==> src/rtl/parking_meter_counter_pkg.sv <==
`default_nettype none
// ============================================================================
// Module      : parking_meter_counter_pkg
// Description : Shared constants for the parking meter countdown datapath:
//               BCD geometry, default credit/preset values as packed BCD,
//               and decimal <-> packed-BCD conversion helpers for
//               elaboration-time parameter handling.
// Revision    : 1.0 - initial release
// ============================================================================
package parking_meter_counter_pkg;

  localparam int c_DIGIT_W    = 4;
  localparam int c_NUM_DIGITS = 4;
  localparam int c_BCD_W      = c_DIGIT_W * c_NUM_DIGITS;

  // Default credit and preset values, packed BCD
  localparam logic [15:0] c_ADD0_BCD    = 16'h0010;
  localparam logic [15:0] c_ADD1_BCD    = 16'h0180;
  localparam logic [15:0] c_ADD2_BCD    = 16'h0200;
  localparam logic [15:0] c_ADD3_BCD    = 16'h0550;
  localparam logic [15:0] c_PRESET0_BCD = 16'h0015;
  localparam logic [15:0] c_PRESET1_BCD = 16'h0150;

  // Packed BCD to decimal, used so decimal parameter defaults track the BCD constants
  function automatic int f_bcd_to_dec(input logic [15:0] bcd);
    int v;
    v = 0;
    for (int i = c_NUM_DIGITS - 1; i >= 0; i--) begin
      v = v * 10 + int'(bcd[i*c_DIGIT_W +: c_DIGIT_W]);
    end
    return v;
  endfunction

  // Decimal to packed BCD, evaluated only on parameters
  function automatic logic [15:0] f_dec_to_bcd(input int dec);
    logic [15:0] r;
    int          v;
    r = '0;
    v = dec;
    for (int i = 0; i < c_NUM_DIGITS; i++) begin
      r[i*c_DIGIT_W +: c_DIGIT_W] = 4'(v % 10);
      v = v / 10;
    end
    return r;
  endfunction

endpackage
`default_nettype wire

==> src/rtl/parking_meter_counter_bcd4_add_sub.sv <==
`default_nettype none
// ============================================================================
// Module      : bcd4_add_sub
// Description : Combinational 4-digit packed-BCD adder/subtractor with
//               per-digit +6 (add) / -6 (subtract) correction. cout is the
//               digit-3 carry on add and the digit-3 borrow on subtract.
// Revision    : 1.0 - initial release
// ============================================================================
module bcd4_add_sub
  import parking_meter_counter_pkg::*;
(
  input  logic [15:0] a,
  input  logic [15:0] b,
  input  logic        sub,
  output logic [15:0] result,
  output logic        cout
);

  // Ripple through the digits; the chain lives in one block so it is a single combinational path
  always_comb begin
    logic       w_c;
    logic [4:0] w_raw;
    logic [3:0] w_dig;
    w_c    = 1'b0;
    result = '0;
    for (int i = 0; i < c_NUM_DIGITS; i++) begin
      if (sub) begin
        w_raw = {1'b0, a[i*c_DIGIT_W +: c_DIGIT_W]} - {1'b0, b[i*c_DIGIT_W +: c_DIGIT_W]} - {4'd0, w_c};
        // A negative digit wrapped mod 16; subtracting 6 brings it back into mod 10
        w_c   = w_raw[4];
        w_dig = w_c ? (w_raw[3:0] - 4'd6) : w_raw[3:0];
      end else begin
        w_raw = {1'b0, a[i*c_DIGIT_W +: c_DIGIT_W]} + {1'b0, b[i*c_DIGIT_W +: c_DIGIT_W]} + {4'd0, w_c};
        // A digit sum above 9 skips the six unused codes
        w_c   = (w_raw > 5'd9);
        w_dig = w_c ? (w_raw[3:0] + 4'd6) : w_raw[3:0];
      end
      result[i*c_DIGIT_W +: c_DIGIT_W] = w_dig;
    end
    cout = w_c;
  end

endmodule
`default_nettype wire

==> src/rtl/parking_meter_counter.sv <==
`default_nettype none
// ============================================================================
// Module      : parking_meter_counter
// Description : Four-digit BCD countdown meter. Presets and add buttons load
//               or credit time (saturating), a 2 Hz tick decrements once per
//               second, and the display enable blinks at low time and
//               flashes at 2 Hz when expired.
// Revision    : 1.0 - initial release
// ============================================================================
module parking_meter_counter
  import parking_meter_counter_pkg::*;
#(
  parameter int MAX_COUNT  = 9999,
  parameter int LOW_THRESH = 200,
  parameter int ADD0       = f_bcd_to_dec(c_ADD0_BCD),
  parameter int ADD1       = f_bcd_to_dec(c_ADD1_BCD),
  parameter int ADD2       = f_bcd_to_dec(c_ADD2_BCD),
  parameter int ADD3       = f_bcd_to_dec(c_ADD3_BCD),
  parameter int PRESET0    = f_bcd_to_dec(c_PRESET0_BCD),
  parameter int PRESET1    = f_bcd_to_dec(c_PRESET1_BCD)
) (
  input  logic        clk,
  input  logic        rst,
  input  logic        tick_2hz,
  input  logic [3:0]  add_req,
  input  logic [1:0]  preset_req,
  output logic [15:0] BCD_16bit,
  output logic        En_7seg
);

  localparam logic [15:0] c_MAX_BCD     = f_dec_to_bcd(MAX_COUNT);
  localparam logic [15:0] c_LOW_BCD     = f_dec_to_bcd(LOW_THRESH);
  localparam logic [15:0] c_ADD0_V      = f_dec_to_bcd(ADD0);
  localparam logic [15:0] c_ADD1_V      = f_dec_to_bcd(ADD1);
  localparam logic [15:0] c_ADD2_V      = f_dec_to_bcd(ADD2);
  localparam logic [15:0] c_ADD3_V      = f_dec_to_bcd(ADD3);
  localparam logic [15:0] c_PRESET0_V   = f_dec_to_bcd(PRESET0);
  localparam logic [15:0] c_PRESET1_V   = f_dec_to_bcd(PRESET1);
  localparam logic [15:0] c_ONE_BCD     = 16'h0001;

  logic [15:0] r_count;
  logic        r_phase;
  logic        r_en;

  logic        w_is_add;
  logic        w_boundary;
  logic [15:0] w_operand;
  logic [15:0] w_alu_res;
  logic        w_alu_cout;
  logic        w_sat;
  logic [15:0] w_count_nxt;
  logic        w_en_nxt;

  assign w_is_add   = |add_req;
  assign w_boundary = tick_2hz & r_phase;

  // Second ALU operand: lowest-numbered add button wins, otherwise a unit decrement
  always_comb begin
    w_operand = c_ONE_BCD;
    if      (add_req[0]) w_operand = c_ADD0_V;
    else if (add_req[1]) w_operand = c_ADD1_V;
    else if (add_req[2]) w_operand = c_ADD2_V;
    else if (add_req[3]) w_operand = c_ADD3_V;
  end

  bcd4_add_sub u_alu (
    .a      (r_count),
    .b      (w_operand),
    .sub    (~w_is_add),
    .result (w_alu_res),
    .cout   (w_alu_cout)
  );

  // Legal BCD orders the same as binary, so a plain magnitude compare works
  assign w_sat = w_alu_cout | (w_alu_res > c_MAX_BCD);

  // Next count: preset over add over decrement; zero holds at zero
  always_comb begin
    w_count_nxt = r_count;
    if (preset_req[0]) begin
      w_count_nxt = c_PRESET0_V;
    end else if (preset_req[1]) begin
      w_count_nxt = c_PRESET1_V;
    end else if (w_is_add) begin
      w_count_nxt = w_sat ? c_MAX_BCD : w_alu_res;
    end else if (w_boundary && (r_count != 16'h0000)) begin
      w_count_nxt = w_alu_res;
    end
  end

  // Display enable follows the value about to be shown
  always_comb begin
    w_en_nxt = r_en;
    if (w_count_nxt >= c_LOW_BCD) begin
      w_en_nxt = 1'b1;
    end else if (w_count_nxt != 16'h0000) begin
      w_en_nxt = ~w_count_nxt[0];
    end else if (tick_2hz) begin
      w_en_nxt = ~r_en;
    end
  end

  // State registers; reset overrides every other input in the same cycle
  always_ff @(posedge clk) begin
    if (rst) begin
      r_count <= 16'h0000;
      r_phase <= 1'b0;
      r_en    <= 1'b1;
    end else begin
      r_count <= w_count_nxt;
      r_en    <= w_en_nxt;
      if (tick_2hz) r_phase <= ~r_phase;
    end
  end

  assign BCD_16bit = r_count;
  assign En_7seg   = r_en;

endmodule
`default_nettype wire

==> config.mk <==
export PLATFORM = sky130hd
export DESIGN_NAME = parking_meter_counter
export DESIGN_NICKNAME = d
export VERILOG_FILES = /design/src/rtl/parking_meter_counter_pkg.sv /design/src/rtl/parking_meter_counter_bcd4_add_sub.sv /design/src/rtl/parking_meter_counter.sv
export SDC_FILE = /design/constraint.sdc
export NUM_CORES = 1
export LEC_CHECK = 0
export ABC_AREA = 1
export BUFFER_PORTS_ARGS = -buffer_cell sky130_fd_sc_hd__buf_4
export CAP_MARGIN = 20
export CORE_ASPECT_RATIO = 1.1
export CORE_MARGIN = 2
export CORE_UTILIZATION = 55
export DETAILED_ROUTE_END_ITERATION = 16
export PLACE_DENSITY = 0.77
export SKIP_CTS_REPAIR_TIMING = 1
export SYNTH_ARGS = -nofsm -noshare
export SYNTH_HDL_FRONTEND = slang
export SYNTH_SLANG_ARGS = --single-unit
==> constraint.sdc <==
create_clock -name clk -period 7.7 [get_ports clk]
set_input_delay 0.385 -clock clk [delete_from_list [all_inputs] [get_ports clk]]
set_output_delay 0.385 -clock clk [all_outputs]
set_load 0.005 [all_outputs]
# == Yosys cells after proc, flatten, opt, wreduce, memory -nomap -nowiden ==
# Cells that the tools add are included.
# word_totals
reg_bits,18
latch_bits,0
mem_bits_rw,0
rom_bits,0
in_bits,9
elab_cells,69
n_memories,0
# classes
add_sub_neg,22
n_mul,0
n_div,0
magnitude_cmp,6
eq_ne,0
shift,0
muxes,27
bitwise_logic,5
reduce_logical,6
# ops
operator,n
$mux W16,5
$mux W4,12
$mux W11,4
$reduce_bool A16 Y1,2
$gt A5 B4 Y1 const B,4
$add A4 B3 Y4 const B,4
$ge A16 B10 Y1 const B,1
$gt A16 B16 Y1 const B,1
$sub A4 B3 Y4 const B,4
$add A5 B1 Y5,3
$sub A5 B1 Y5,3
$add A4 B4 Y5,2
$sub A4 B4 Y5,2
$mux W1,6
$add A4 B1 Y5 const B,1
$add A4 B3 Y5,1
$sub A4 B1 Y5 const B,1
$sub A4 B3 Y5,1
$reduce_or A4 Y1,1
$not A1 Y1,3
$reduce_bool A2 Y1,1
$reduce_or A2 Y1,1
$and A1 B1 Y1,1
$logic_and A1 B1 Y1,1
$or A1 B1 Y1,1

# == Longest topological paths before layout ==
# Gate-level depths: netlist of the first run.
# depth
depth_word,25
depth_mapped,67
depth_no_buf,65

# == Modules after synthesis ==
# A second synthesis of the first run with hierarchy kept.
# hier_totals
cells_unflattened,597
area_unflattened_um2,3568.4
# by_module_without_submodules
mod,instances,cells_per_inst,area_per_inst_um2
bcd4_add_sub,1,380,2290.9
parking_meter_counter,1,217,1277.5

# == Worst setup path before layout of the first run ==
# OpenSTA, ideal clock, no wires.
# synth_path
path_type,input to register
start,input add_req[0]
end,register r_en (netlist: En_7seg)
t_arrival_ps,7670
setup_slack_ps,-83
cell_stages,65
cell_sequence,or2_4 > nor3_4 > clkbuf_8 > buf_6 > ha_1 > ha_1 > nand2_1 > nand2_1 > inv_1 > ha_1 > inv_1 > nand3_1 > nand2_1 > o21ai_0 > fa_1 > inv_1 > ha_1 > nand2_1 > [... 29 more ...] > nand2_1 > nand2_2 > nor2_2 > nand3_2 > nor2_4 > nand3_2 > nor2_1 > nand2_1 > nand2_2 > nand2_4 > nand2_4 > nand2_4 > nand2_1 > nand2_1 > nor2_1 > nand2_1 > nor2_1 > nand2_1
# synth_via
elab_chain_cells,22
elab_cells_between_ends,55
cone_classes,add/sub: 20; order compare: 6; mux: 23; bitwise: 2; reduce/logical: 4
# synth_lines
element,line,rtl
from (decl),parking_meter_counter.sv:25,"input logic [3:0] add_req,"
$mux W11,parking_meter_counter.sv:60,if (add_req[0]) w_operand = c_ADD0_V;
$add A4 B4 Y5,parking_meter_counter_bcd4_add_sub.sv:33,"w_raw = {1'b0, a[i*c_DIGIT_W +: c_DIGIT_W]} + {1'b0, b[i*c_DIGIT_W +: c_DIGIT_W]} + {4'd0, w_c};"
$gt A5 B4 Y1,parking_meter_counter_bcd4_add_sub.sv:35,w_c = (w_raw > 5'd9);
$mux W1,parking_meter_counter_bcd4_add_sub.sv:27,if (sub) begin
$add A5 B1 Y5,parking_meter_counter_bcd4_add_sub.sv:33,
$gt A5 B4 Y1,parking_meter_counter_bcd4_add_sub.sv:35,
$mux W1,parking_meter_counter_bcd4_add_sub.sv:27,
$add A5 B1 Y5,parking_meter_counter_bcd4_add_sub.sv:33,
[... 6 more ...],n/a,
$gt A16 B16 Y1,parking_meter_counter.sv:75,assign w_sat = w_alu_cout | (w_alu_res > c_MAX_BCD);
$or A1 B1 Y1,parking_meter_counter.sv:75,
$mux W16,parking_meter_counter.sv:85,w_count_nxt = w_sat ? c_MAX_BCD : w_alu_res;
$mux W16 *,parking_meter_counter.sv:84,end else if (w_is_add) begin
$mux W16 *,parking_meter_counter.sv:82,end else if (preset_req[1]) begin
$mux W16 *,parking_meter_counter.sv:80,if (preset_req[0]) begin
"$ge A16 B10 Y1, or another cell as far along",parking_meter_counter.sv:94,if (w_count_nxt >= c_LOW_BCD) begin
"$reduce_or A2 Y1 (no line), or another cell as far along",n/a,
to (signal assigned),parking_meter_counter.sv:111,r_en <= w_en_nxt;
to (decl),parking_meter_counter.sv:43,logic r_en;
# Mark *: on every way between the ends. The rest lies on a longest branch, timed or not.
# A chain may end at the register's enable or synchronous reset.

# == Worst setup path in the final report of the first run ==
# layout_path
start,input add_req[1]
end,register r_en (netlist: En_7seg)
# layout_via
elab_chain_cells,23
elab_cells_between_ends,56
cone_classes,add/sub: 20; order compare: 6; mux: 24; bitwise: 2; reduce/logical: 4
# layout_lines
element,line,rtl
$mux W11,parking_meter_counter.sv:61,else if (add_req[1]) w_operand = c_ADD1_V;
$mux W11,parking_meter_counter.sv:60,
$add A4 B4 Y5,parking_meter_counter_bcd4_add_sub.sv:33,
$gt A5 B4 Y1,parking_meter_counter_bcd4_add_sub.sv:35,
$mux W1,parking_meter_counter_bcd4_add_sub.sv:27,
$add A5 B1 Y5,parking_meter_counter_bcd4_add_sub.sv:33,
$gt A5 B4 Y1,parking_meter_counter_bcd4_add_sub.sv:35,
$mux W1,parking_meter_counter_bcd4_add_sub.sv:27,
[... 7 more ...],n/a,
$gt A16 B16 Y1,parking_meter_counter.sv:75,
$or A1 B1 Y1,parking_meter_counter.sv:75,
$mux W16,parking_meter_counter.sv:85,
$mux W16 *,parking_meter_counter.sv:84,
$mux W16 *,parking_meter_counter.sv:82,
$mux W16 *,parking_meter_counter.sv:80,
"$ge A16 B10 Y1, or another cell as far along",parking_meter_counter.sv:94,
"$reduce_or A2 Y1 (no line), or another cell as far along",n/a,
# Marked as above.

==> results of run 1 <==
[worst max-delay path: cells and delay by family]
kind	cells	cell delay (ps)
adder cells (fa/ha/maj)	11	2570
AND/OR/NAND/NOR	40	3520
XOR/XNOR	1	150
buffers and inverters	9	550
AO/OA/AOI/OAI	3	330
[how the worst min path moves through the flow]
stage / from / slack [ps] / cells past startpoint / endpoint
after floorplan: preset_req[0] / 460 / 1 / BCD_16bit[6]
after global placement: r_phase / 480 / 2 / r_phase
after detailed placement: r_phase / 500 / 2 / r_phase
after CTS: preset_req[0] / 330 / 2 / BCD_16bit[6]
after global routing: preset_req[0] / 330 / 2 / BCD_16bit[6]
final: preset_req[0] / 330 / 2 / BCD_16bit[6]
[state kept, by name (all words and copies together) (netlist names)]
name,flops
En_7seg,1
BCD_16bit,16
r_phase,1
[stage by stage]
stage	area [um2]	hold WS, ps
after floorplan	2890	463
after global placement	3420	482
after detailed placement	3420	499
after CTS	3480	329
after global routing	3790	334
final	3790	334
[cell type report]
type	instances	area (um2)	area share (%)
Tap cell	58	72.6	1.92
Inverter	83	314	8.29
Timing Repair Buffer	82	623	16.5
Clock buffer	4	55.1	1.45
Multi-Input combinational cell	364	2360	62.4
Sequential cell	18	360	9.52
[power groups by stage]
stage          clock [uW]  combinational (uW)  sequential [uW]
2_1_floorplan           0                 117              104
3_3_place_gp            0                 166              107
3_5_place_dp            0                 172              106
4_1_cts              78.4                 174              104
5_1_grt              81.2                 221              106
6_report             78.0                 197              105
[cells by family after synthesis]
kind of cell,Yosys count,synth area share [%]
adder cells (fa/ha/maj),38,18.1
AO/OA/AOI/OAI,61,13.5
buffers and inverters,92,13.7
AND/OR/NAND/NOR,258,40.1
XOR/XNOR,7,2.13
flip-flops,18,12.5
[layout by cell type (no fill, tap or decap), drive strengths merged]
master   synthesis  layout
a21oi           21      21
dfxtp           18      18
and2             1       1
o211ai           3       3
nand4            9       9
o2111ai          4       4
a21o             1       1
clkbuf           4       4
a31oi            2       2
nor3             6       6
nand2          139     139
or2              3       3
a221oi           7       7
a211oi           1       1
buf              5      82
fa               6       6
inv             83      83
o21bai           1       1
a21boi           1       1
nor4             2       2
nor2            47      47
ha              32      32
nand3           48      48
nand3b           3       3
xnor2            4       4
o21ai           20      20
xor2             3       3
[metal layers]
| metal | global-route usage, % | wire length [um] |
|---|---|---|
| met5 | 0 | 0 |
| met4 | 5.19 | 110 |
| met3 | 1.26 | 514 |
| met2 | 47.8 | 3910 |
| met1 | 37.0 | 3670 |
==> flow_metrics.env, run 1 <==
export IMPL_status="completed"
export IMPL_fin_crit_sh_pct=95.6
export IMPL_syn_area_mm2=0.00288
export IMPL_synth_area_top_cells="nand2_1 (17%), ha_1 (14%), dfxtp_1 (13%)"
export IMPL_root_buffer="clkbuf_8"
export IMPL_nFillCells=394
export IMPL_worstSetupPathType="in -> reg"
export IMPL_max_clock_freq_mhz=136
export IMPL_drtPass1Iterations=5
export IMPL_path_max_fanout=8
export IMPL_finalMaxSlewViolations=0
export IMPL_final_util_pct=75.2
export IMPL_cts_sinks=18
export IMPL_powerDensity_mw_per_mm2=100
export IMPL_power_switching_uw=151
export IMPL_crit_top_cell="nand2_2"
export IMPL_synth_main_ff_cell="dfxtp_1"
export IMPL_via_count=3414
export IMPL_gp_congestion=0.905
export IMPL_cts_buffers=3
export IMPL_nets=599
export IMPL_dieArea_mm2=0.00583
export IMPL_rrSetupSlack_ps=560
export IMPL_clkPwrFrac_pct=20.5
export IMPL_drt_iter0_markers=207
export IMPL_ios=26
export IMPL_antenna_diode_count=0
export IMPL_grt_pass1_wl_mm=13.1
export IMPL_grt_overflow=0
export IMPL_ant_nets=0
export IMPL_clk_pin_slew_ps=70
export IMPL_hold_viol=0
export IMPL_finalClockSkew_ps=1.47
export IMPL_ys_types=42
export IMPL_final_cell_count_no_fill=609
export IMPL_hold_path_class="in -> reg"
export IMPL_portBuffers=25
export IMPL_routed_wl_mm=8.21
export IMPL_async_reset_ff_share_pct=0
export IMPL_drive_gt1_share_pct=29.2
export IMPL_required_ps=7850
export IMPL_rr_startpoint="BCD_16bit[0]"
export IMPL_crit_arrival_ps=7510
export IMPL_grt_max_degree=31
export IMPL_cp_endpoint="En_7seg"
export IMPL_worstSetupEndpointType="flop"
export IMPL_rr_endpoint="En_7seg"
export IMPL_core_area_mm2=0.00503
export IMPL_routedWlPerCell_um=13.5
export IMPL_tightest_slew_ps=783
export IMPL_ys_ff_latch=18
export IMPL_dpl_cell_count=594
export IMPL_period_minus_slack_ps=7360
export IMPL_setup_ws_ps=335
export IMPL_cts_buffer_depth=2
export IMPL_rsz0062_at_grt="true"
export IMPL_slowest_stage="fa_2"
export IMPL_synth_cells=474
export IMPL_tns_ps=0
export IMPL_area_delta_synth_final_pct=31.6
export IMPL_r2r_cells=61
export IMPL_cellLeakagePower_uw=0.00198
export IMPL_max_stage_delay_ps=390
export IMPL_critPathLaunchType="primary input"
export IMPL_cts_tree="built"
export IMPL_yosys_warnings=0
export IMPL_synth_common_cells="nand2_1 (131), inv_1 (80), nand3_1 (46)"
export IMPL_synth_fp_nets=521
export IMPL_p_sw_share_pct=39.6
export IMPL_num_rows=27
export IMPL_synth_edf_count=0
export IMPL_finalPower_uw=380
export IMPL_cap_violations=0
export IMPL_via_per_inst=5.61
export IMPL_hpwl_mm=5.92
export IMPL_cp_startpoint="add_req[1]"
export IMPL_seq_power_share_pct=27.6
export IMPL_antenna_found_initial=0
export IMPL_htreeDepth=1
export IMPL_grt_pass1_vias=2993
export IMPL_pre_cts_slack_ps=-320
export IMPL_grt_util_all_layers_pct=27.3
export IMPL_setup_viol=0
export IMPL_synth_most_common_cell="nand2_1"
export IMPL_fp_dieH_um=79.9
export IMPL_drc=0
export IMPL_die_w_um=73.0
export IMPL_synthDominantCellAreaShare_pct=17.1
export IMPL_synth_largest_area_cell="nand2_1"
export IMPL_yosysSeqAreaShare_pct=12.5
export IMPL_clk_insertion_delay_late_ps=250
export IMPL_p_int_uw=230
export IMPL_syn_area_per_cell_um2=6.07
export IMPL_vdd_drop_max_uv=107
export IMPL_initial_core_util_pct=57.2
export IMPL_slew_headroom_pct=47.6
export IMPL_combPwrFrac_pct=51.9
Note: power is estimated with default switching activity, not from simulation.
==> inputs of run 2 (changes only) <==
--- a/config.mk
+++ b/config.mk
@@ -12,7 +12,7 @@
 export CORE_MARGIN = 2
 export CORE_UTILIZATION = 55
 export DETAILED_ROUTE_END_ITERATION = 16
-export PLACE_DENSITY = 0.77
+export PLACE_DENSITY_LB_ADDON = 0.1
 export SKIP_CTS_REPAIR_TIMING = 1
 export SYNTH_ARGS = -nofsm -noshare
 export SYNTH_HDL_FRONTEND = slang
==> run 2 against run 1 <==
Sequential cell count is the same. Count of clock-buffer cells in the layout stayed put. Routed wire length down 0.20%. Total power up 0.52%. Non-clock buffer count up 4. Global-route usage increased by 0.37 points. Clock power rose by 4.7%. Largest power group unchanged. Core utilization up 0.77 points. Fmax grew 0.89%. Sequential power is essentially flat. Design area rose by 1.0%.
==> flow_metrics.env, run 2 (synthesized netlist as in run 1, its figures left out) <==
export IMPL_cp_top_family="simple AND/OR/NAND/NOR gates"
export IMPL_crit_arrival_ps=7460
export IMPL_finalMaxSlewViolations=0
export IMPL_routedWlPerCell_um=13.4
export IMPL_ant_nets=0
export IMPL_worstSetupPathType="in -> reg"
export IMPL_hold_depth=2
export IMPL_cts_buffers=3
export IMPL_worstSetupEndpointType="flop"
export IMPL_antenna_found_initial=0
export IMPL_vdd_drop_max_uv=112
export IMPL_dieArea_mm2=0.00583
export IMPL_portBuffers=25
export IMPL_cts_tree="built"
export IMPL_cts_sinks=18
export IMPL_cap_violations=0
export IMPL_slowest_stage="fa_2"
export IMPL_rr_endpoint="En_7seg"
export IMPL_globalRouteMet1Util_pct=36.8
export IMPL_max_clock_freq_mhz=137
export IMPL_rrSetupSlack_ps=670
export IMPL_min_to="BCD_16bit[6]"
export IMPL_grt_pass1_vias=3095
export IMPL_crit_buf_inv=8
export IMPL_layout_commonest_cell="nand2_1"
export IMPL_rr_startpoint="BCD_16bit[0]"
export IMPL_r2r_cells=59
export IMPL_drt_iter0_markers=178
export IMPL_gp_congestion=0.900
export IMPL_grt_util_met2_pct=48.7
export IMPL_pre_cts_slack_ps=-263
export IMPL_grt_util_all_layers_pct=27.7
export IMPL_hold_path_class="in -> reg"
export IMPL_status="completed"
export IMPL_path_max_fanout=8
export IMPL_hold_viol=0
export IMPL_clk_insertion_delay_late_ps=260
export IMPL_num_rows=27
export IMPL_setup_ws_ps=400
export IMPL_routed_wl_mm=8.19
export IMPL_mostFrequentLayoutCells="nand2_1 (112), buf_4 (83), inv_1 (70)"
export IMPL_antenna_diode_count=0
export IMPL_fp_dieH_um=79.9
export IMPL_grt_busiest_layer="met2"
export IMPL_crit_top_cell="nand2_1"
export IMPL_critPathLaunchType="primary input"
export IMPL_core_area_mm2=0.00503
export IMPL_period_minus_slack_ps=7300
export IMPL_drive_gt1_share_pct=30.3
export IMPL_drc=0
export IMPL_worstHoldStart="preset_req[0]"
export IMPL_dpl_cell_count=596
export IMPL_hpwl_mm=6.14
export IMPL_initial_core_util_pct=57.2
export IMPL_cellLeakagePower_uw=0.00200
export IMPL_cts_buffer_depth=2
export IMPL_via_count=3396
export IMPL_area_delta_synth_final_pct=32.9
export IMPL_grt_pass1_wl_mm=13.2
export IMPL_required_ps=7860
export IMPL_max_stage_delay_ps=400
export IMPL_grt_max_degree=31
export IMPL_powerDensity_mw_per_mm2=100
export IMPL_fin_crit_sh_pct=94.8
export IMPL_slew_headroom_pct=47.8
export IMPL_root_buffer="clkbuf_8"
export IMPL_final_util_pct=76.0
export IMPL_clk_pin_slew_ps=80
export IMPL_ios=26
export IMPL_htreeDepth=1
export IMPL_tightest_slew_ps=781
export IMPL_grt_overflow=0
export IMPL_die_w_um=73.0
export IMPL_finalClockSkew_ps=2.53
export IMPL_setup_viol=0
export IMPL_final_cell_count_no_fill=613
export IMPL_nets=603
export IMPL_use_met3_pct=1.77
export IMPL_largest_reg_flops=16
export IMPL_drtPass1Iterations=5
export IMPL_via_per_inst=5.54
[run 2: changes by cell type in the layout (fill, tap and decap cells not counted), sizes merged]
cell	previous run	this run
buf	82	86
[run 2: where the power goes]
| group | total, uW | internal [uW] | switching (uW) |
|---|---|---|---|
| combinational | 196 | 86.6 | 109 |
| sequential | 105 | 97.2 | 7.56 |
| clock | 81.7 | 45.6 | 36.2 |
| total | 382 | 229 | 153 |
[run 2: worst max path at each step]
stage | from | endpoint | cells past startpoint
2_1_floorplan | add_req[0] | En_7seg | 65
4_1_cts | add_req[0] | En_7seg | 64
6_report | add_req[1] | En_7seg | 61
3_3_place_gp | add_req[0] | En_7seg | 63
3_5_place_dp | add_req[0] | En_7seg | 64
5_1_grt | add_req[1] | En_7seg | 64
[run 2: layout make-up]
class / count / area [um2]
multi-input cells: 364 / 2360
fillers: 411 / 1210
repair buffers: 86 / 657
flip-flops and latches: 18 / 360
inverters: 83 / 319
well taps: 58 / 72.6
clock buffers: 4 / 55.1
[run 2: metal layers]
metal	vias to the layer above	wire, um
met4	0	121
met1	1562	3740
met3	17	468
met2	128	3860
li1	1689	-
met5	-	0
[run 2: per-stage QoR]
stage	TNS, ps	area, um2	power (uW)	hold WS (ps)
6_report	0	3820	382	327
5_1_grt	-74.6	3820	410	328
4_1_cts	-37.9	3490	359	329
3_5_place_dp	-897	3440	279	523
3_3_place_gp	-62.1	3440	275	485
2_1_floorplan	0	2890	221	463
